**config.mk**
```make
export PLATFORM = sky130hd
export DESIGN_NAME = pipe_reg_chain
export DESIGN_NICKNAME = d
export VERILOG_FILES = /design/src/rtl/pipe_reg_chain_pkg.sv /design/src/rtl/pipe_reg_chain_stage.sv /design/src/rtl/pipe_reg_chain.sv
export SDC_FILE = /design/constraint.sdc
export NUM_CORES = 1
export LEC_CHECK = 0
export BUFFER_PORTS_ARGS = -buffer_cell sky130_fd_sc_hd__clkbuf_2
export CAP_MARGIN = 20
export CORE_ASPECT_RATIO = 0.6
export CORE_UTILIZATION = 40
export DETAILED_ROUTE_END_ITERATION = 10
export HOLD_SLACK_MARGIN = 0.15
export SLEW_MARGIN = 25
export SYNTH_ARGS = -nofsm -noshare
export SYNTH_HDL_FRONTEND = slang
export SYNTH_SLANG_ARGS = --single-unit
```
**constraint.sdc**
```tcl
create_clock -name clk -period 2 [get_ports clk]
set_input_delay 0.5 -clock clk [delete_from_list [all_inputs] [get_ports clk]]
set_output_delay 0.5 -clock clk [all_outputs]
set_load 0.01 [all_outputs]
```
**src/rtl/pipe_reg_chain_pkg.sv**
```systemverilog
// Shared helpers for the elastic register pipeline.
// Provides the occupancy-counter width derived from the stage count.
package pipe_reg_chain_pkg;

    // Bits needed to count 0..depth valid stages; never narrower than one bit.
    function automatic int occ_width(input int depth);
        return (depth < 1) ? 1 : $clog2(depth + 1);
    endfunction

endpackage

```
**src/rtl/pipe_reg_chain_stage.sv**
```systemverilog
// One elastic register stage: holds a valid bit and a data word.
// Latency: one cycle from source to stage output.
// Backpressure: up_ready = stage empty or downstream ready, combinational pass-through.
module pipe_reg_stage #(
    parameter int               WIDTH   = 8,
    parameter logic [WIDTH-1:0] RST_VAL = '0
) (
    input  logic             clk,
    input  logic             rst_n,
    input  logic             flush,
    input  logic             src_valid,
    input  logic [WIDTH-1:0] src_data,
    input  logic             dn_ready,
    output logic             up_ready,
    output logic             valid,
    output logic [WIDTH-1:0] data
);

    assign up_ready = !valid || dn_ready;

    always_ff @(posedge clk or negedge rst_n) begin
        if (!rst_n) begin
            valid <= 1'b0;
            data  <= RST_VAL;
        end else if (flush) begin
            valid <= 1'b0;
        end else if (up_ready) begin
            valid <= src_valid;
            // A bubble leaves the old word in place so out_data stays quiet.
            if (src_valid) begin
                data <= src_data;
            end
        end
    end

endmodule

```
**src/rtl/pipe_reg_chain.sv**
```systemverilog
// WIDTH-bit, DEPTH-stage elastic register pipeline with flush and occupancy count.
// Latency: DEPTH cycles from input acceptance to out_valid when unstalled.
// Backpressure: ready ripples combinationally from out_ready, bubbles collapse, full rate.
module pipe_reg_chain
    import pipe_reg_chain_pkg::*;
#(
    parameter int               WIDTH   = 8,
    parameter int               DEPTH   = 3,
    parameter logic [WIDTH-1:0] RST_VAL = '0
) (
    input  logic                         clk,
    input  logic                         rst_n,
    input  logic                         flush,
    input  logic                         in_valid,
    output logic                         in_ready,
    input  logic [WIDTH-1:0]             in_data,
    output logic                         out_valid,
    input  logic                         out_ready,
    output logic [WIDTH-1:0]             out_data,
    output logic [occ_width(DEPTH)-1:0]  occupancy
);

    localparam int OCC_W = occ_width(DEPTH);

    logic             stg_vld [DEPTH];
    logic [WIDTH-1:0] stg_dat [DEPTH];
    logic             rdy     [DEPTH+1];

    assign rdy[DEPTH] = out_ready;

    for (genvar i = 0; i < DEPTH; i++) begin : g_stage
        logic             src_vld;
        logic [WIDTH-1:0] src_dat;

        if (i == 0) begin : g_head
            assign src_vld = in_valid;
            assign src_dat = in_data;
        end else begin : g_body
            assign src_vld = stg_vld[i-1];
            assign src_dat = stg_dat[i-1];
        end

        pipe_reg_stage #(
            .WIDTH   (WIDTH),
            .RST_VAL (RST_VAL)
        ) u_stage (
            .clk       (clk),
            .rst_n     (rst_n),
            .flush     (flush),
            .src_valid (src_vld),
            .src_data  (src_dat),
            .dn_ready  (rdy[i+1]),
            .up_ready  (rdy[i]),
            .valid     (stg_vld[i]),
            .data      (stg_dat[i])
        );
    end

    assign in_ready  = rdy[0] && !flush && rst_n;
    assign out_valid = stg_vld[DEPTH-1];
    assign out_data  = stg_dat[DEPTH-1];

    logic in_fire;
    logic out_fire;

    assign in_fire  = in_valid && in_ready;
    assign out_fire = out_valid && out_ready;

    // Tracking transfers equals the popcount of the valids, without an adder tree.
    always_ff @(posedge clk or negedge rst_n) begin
        if (!rst_n) begin
            occupancy <= '0;
        end else if (flush) begin
            occupancy <= '0;
        end else begin
            occupancy <= occupancy + OCC_W'(in_fire) - OCC_W'(out_fire);
        end
    end

endmodule

```
After elaboration in Yosys (flattened, before gate mapping). Index checks and enable logic that the tools add are counted. W data, S select, Z words.

Register bits: 29. Bits of input ports: 13. Output and inout bits: 12. Logic and storage cells: 34.

Add/sub/neg operators: 2. Muxes and demuxes: 7. Bitwise operators: 1. Reductions and logical operators: 17.

Operator list (number): $reduce_and A3 Y1 (3); $mux W1 (6); $reduce_bool A2 Y1 (3); $logic_and A1 B1 Y1 (4); $logic_not A1 Y1 (4); $logic_or A1 B1 Y1 (3); $add A2 B1 Y2 (1); $mux W2 (1); $sub A2 B1 Y2 (1); $not A1 Y1 (1).

Depth between registers and ports, before layout.
Depth after elaboration: 10. Mapped depth: 8. Mapped depth without buffers: 8.

Hierarchy. Synthesis repeated with hierarchy kept, for this count alone.

Cells, all modules: 77. Area total of the unflattened synthesis: 1207.4 µm².

By module, submodules not included: pipe_reg_stage (instances 3, cells each 22, area each 359.1 µm², sequential area each 225.2 µm²); pipe_reg_chain (instances 1, cells each 11, area each 130.1 µm², sequential area each 50.0 µm²).

Worst setup path after synthesis. Ideal clock, no wire load.

Path kind: input port to flip-flop. From: in out_ready. To: reg occupancy[0]. Setup time: 123 ps. Arrival time: 1533 ps. Required time: 1877 ps. Setup slack: 344 ps. Stages: 7. Buffers on the path: 0. Path through: nand4b_1 nor2b_1 nand3_1 ha_1 inv_1 ha_1 nor2b_1.

Word-level cells in the longest chain between the ends: 9. Elaborated cells between the ends (all ways): 10. Those cells by class: add/sub (2); mux (1); reduce/logical (7).

Ends and longest elaborated chain: start: declaration (line pipe_reg_chain.sv:18) `input logic out_ready,`; $logic_or A1 B1 Y1 (3 in a row) (line pipe_reg_chain_stage.sv:19) `assign up_ready = !valid || dn_ready;`; $logic_and A1 B1 Y1 (2 in a row) (line pipe_reg_chain.sv:59) `assign in_ready = rdy[0] && !flush && rst_n;`; $logic_and A1 B1 Y1 (line pipe_reg_chain.sv:66) `assign in_fire = in_valid && in_ready;`; $add A2 B1 Y2 (line pipe_reg_chain.sv:76) `occupancy <= occupancy + OCC_W'(in_fire) - OCC_W'(out_fire);`; $sub A2 B1 Y2 * (line pipe_reg_chain.sv:76); $mux W2 * (line pipe_reg_chain.sv:73) `end else if (flush) begin`; end signal: assignment (line pipe_reg_chain.sv:76); end: declaration (line pipe_reg_chain.sv:20) `output logic [occ_width(DEPTH)-1:0] occupancy`.

Mark *: on every way between the ends. The rest lies on a longest branch, timed or not. A chain may end at the register's enable or synchronous reset.

Final worst setup path.
From: in rst_n. To: out in_ready.

Word-level cells in the longest chain between the ends: 1.

Ends and longest elaborated chain: start: declaration (line pipe_reg_chain.sv:12) `input logic rst_n,`; $logic_and A1 B1 Y1 (line pipe_reg_chain.sv:59); end: declaration (line pipe_reg_chain.sv:15) `output logic in_ready,`.

No other way between the ends.

==> summary.md <==
| Metric | Value |
|---|---|
| Initial Util | 0.423 |
| Crit path time final | 1.95 ns |
| First drt pass iteration count | 3 |
| Hold Path Origin | in_data[2] |
| Switching share of power | 0.250 |
| Reg-to-Reg End | occupancy[1] |
| Max Clk Rate | just over 500 MHz |
| Relative slew slack | 0.685 |
| Worst reg2reg startpoint | g_stage[1].u_stage.valid |
| Yosys cell types | 20 |
| P per Cell Area | 1080 mW/mm2 |
| Reg2Reg Depth | 8 |
| Largest net degree at the start of global routing | 29 |
| Clock share of power | 0.297 |
| Clock slew at reported path FFs | 0.06 ns |
| Slowest stage delay, CP | 0.54 ns |
| RSZ-0062 raised after global routing | no |
| Number of fill cells | 246 |
| Top cells by area, synth | dfrtp_1 (60%), mux2_2 (15%), mux2_4 (9.9%), ha_1 (2.1%), nor3b_4 (1.5%) |
| CTS Buf Count | 5 |
| Vias in the first global route | 699 |
| Area growth from synthesis to layout | 22.1% |
| Via count | 698 |
| Die area | 0.00327 mm2 |
| Clock Latency Late Sink | 0.28 ns |
| Worst-case clock buffer depth | 2 |
| Final hold vios | 0 |
| PostCTS Resize Cnt | 0 |
| Slew Limit Fails | 0 |
| Comb pwr share | 0.203 |
| IO Port Bufs | 24 |
| DR vias/cell | 4.59 |
| Critical Path Most Common Cell | clkbuf_2 |
| Initial antenna violation count | 0 |
| Setup TNS | 0 ns |
| CTS tree | done |
| Hold Crit Class | primary input to flop |
| Sw power | 401 uW |
| CP Max Fanout | 4 |
| Layout cells sized above 1 | 0.545 |
| Crit share post-route | 0.974 |
| WL per Instance | 13.0 um |
| Drt drc | 0 |
| Worst setup EP type | output pin |
| Dpl cell area | 0.00139 mm2 |
| WHS Path Cells | 2 |
| CTS sink cnt | 29 |
| Crit-path slowest cell | dlygate4sd3_1 |
| Finished Cell Area | 0.00148 mm2 |
| LEAKAGE | 0.000737 uW |
| Hold buffer count at cts | 1 |
| Core footprint | 0.00287 mm2 |
| Worst EP required | 1.50 ns |
| Cell Area, Synth | 0.00121 mm2 |
| Row Count | 15 |
| Post-synthesis sequential area ratio | 0.598 |
| Antenna Cells | 0 |
| First-pass GRT wire length | 3.30 mm |
| Nets | 125 |
| Cell taking the most area after synthesis | dfrtp_1 |
| Crit path DAT | 1.45 ns |
| WHS | 0.451 ns |
| CP Launch Type | primary input |
| Ys Warns | 0 |
| Final Setup Violations | 0 |
| GRT Total Usage | 0.150 |
| Routed Antenna Nets | 0 |
| Clock tree root driver cell | clkbuf_8 |
| #FFs+latches synth | 29 |
| Skew final | 0.00558 ns |
| WHS Endpoint | g_stage[0].u_stage.data[2] |
| Status | completed |
| Post-CTS setup buffer count | 0 |
| DRT Wirelength | 1.98 mm |
| Worst Tran Pin Value | about 0.47 ns |
| Total grt overflow | 0 |
| Clock H-tree levels | 2 |
| VDD IR-drop max | 0.484 mV |
| Crit path kind | primary input to output pin |
| Die Y-Extent | 44.7 um |
| Post-Syn Instances | 78 |
| Number of I/O pins | 25 |
| Crit path cell chain | dlygate4sd3_1 -> clkbuf_2 -> and2_1 -> clkbuf_2 |
| Worst reg2reg setup slack | 0.31 ns |
| CP startpoint | rst_n |
| Post-DP HPWL | between 1 and 1.5 mm |
| Die W | approximately 73 um |
| # Max-Cap Violations | 0 |
| Routability cong. | 0.824 |
| Post-Synthesis Net Count | 93 |
| Internal | 1200 uW |
| Area share of the largest cell type after synthesis | 0.598 |
| Average cell area after synthesis | 15.6 um2 |
| Part of the power in registers | 0.500 |
| Detailed Route Iter0 Violations | 16 |
==> Yosys cell counts <==
master / n
xnor2_1: 1
and2_1: 1
nand4b_1: 1
nand3_1: 1
a21oi_1: 2
inv_1: 3
xor2_1: 1
mux2_2: 16
ha_1: 2
a211o_1: 1
buf_6: 1
buf_2: 1
nand3b_2: 1
nor3b_4: 1
mux2_4: 8
dfrtp_1: 29
and2_2: 1
nor2_1: 4
nor2b_1: 2
nor2b_4: 1
==> worst max path at each step <==
stage                   endpoint  slack [ns]
floorplan           occupancy[0]        0.34
global placement    occupancy[0]        0.16
detailed placement  occupancy[1]        0.09
CTS                     in_ready        0.04
global route            in_ready        0.01
finish                  in_ready        0.05
==> final cells by class <==
cell class,count,area (um2),share of cell area
sequential,29,726,0.490
inverter,3,11.3,0.00760
tap,42,52.6,0.0355
timing repair buffer,27,145,0.0980
clock buffer,7,86.3,0.0583
multi-input combinational,44,460,0.311
==> cells in the final DEF, fill, tap and decap left out <==
master	netlist	final
a211o_1	1	1
a21oi_1	2	2
and2_1	1	1
and2_2	1	1
buf_4	0	2
clkbuf_1	0	1
clkbuf_2	0	24
clkbuf_8	0	6
dfrtp_1	29	29
dlygate4sd3_1	0	1
ha_1	2	2
inv_1	3	3
mux2_2	16	16
mux2_4	8	8
nand3_1	1	1
nand3b_2	1	1
nand4b_1	1	1
nor2_1	4	4
nor2b_1	2	2
nor2b_4	1	1
nor3b_4	1	1
xnor2_1	1	1
xor2_1	1	1
==> cells by family (layout without fill, tap and decap cells) <==
family | Yosys count | after routing | share of synthesized area
muxes | 24 | 24 | 0.247
AOI/OAI and AO/OA | 3 | 3 | 0.0155
adders and majority gates | 2 | 2 | 0.0206
xor gates and xnor gates | 2 | 2 | 0.0144
and+or+nand+nor | 13 | 13 | 0.0814
buffers and inverters | 5 | 37 | 0.0227
DFF | 29 | 29 | 0.598
==> through the flow <==
stage | total power (uW) | util | instances | setup slack, ns
after floorplan | 1010 | - | 78 | 0.344
after global routing | 1690 | 0.516 | 152 | 0.0142
after global placement | 1130 | 0.482 | 144 | 0.163
after detailed placement | 1140 | 0.482 | 144 | 0.0855
final | 1600 | 0.516 | 152 | 0.0511
after CTS | 1630 | 0.516 | 152 | 0.0412
==> per-layer routing <==
| layer | GRT usage | vias up | share of wire |
|---|---|---|---|
| met2 | 0.202 | 15 | 0.42 |
| met1 | 0.191 | 347 | 0.48 |
| li1 | - | 328 | - |
| met4 | 0.118 | 0 | 0.029 |
| met5 | 0 | - | 0 |
| met3 | 0.0638 | 8 | 0.063 |
==> state kept, by name, summed over array words and instances (netlist names) <==
signal                 count
g_stage.u_stage.data      24
g_stage.u_stage.valid      3
occupancy                  2
==> worst max-delay path: cells and delay by family <==
kind	cells	cell delay, ns
buf+inv	3	0.81
simple gates	1	0.14
==> power groups by stage <==
stage          clock [uW]  sequential [uW]  combinational (uW)
2_1_floorplan           0              834                 178
3_3_place_gp            0              807                 323
3_5_place_dp            0              815                 330
4_1_cts               495              805                 333
5_1_grt               514              820                 360
6_report              476              801                 326
Note: power is estimated with default switching activity, not from simulation.
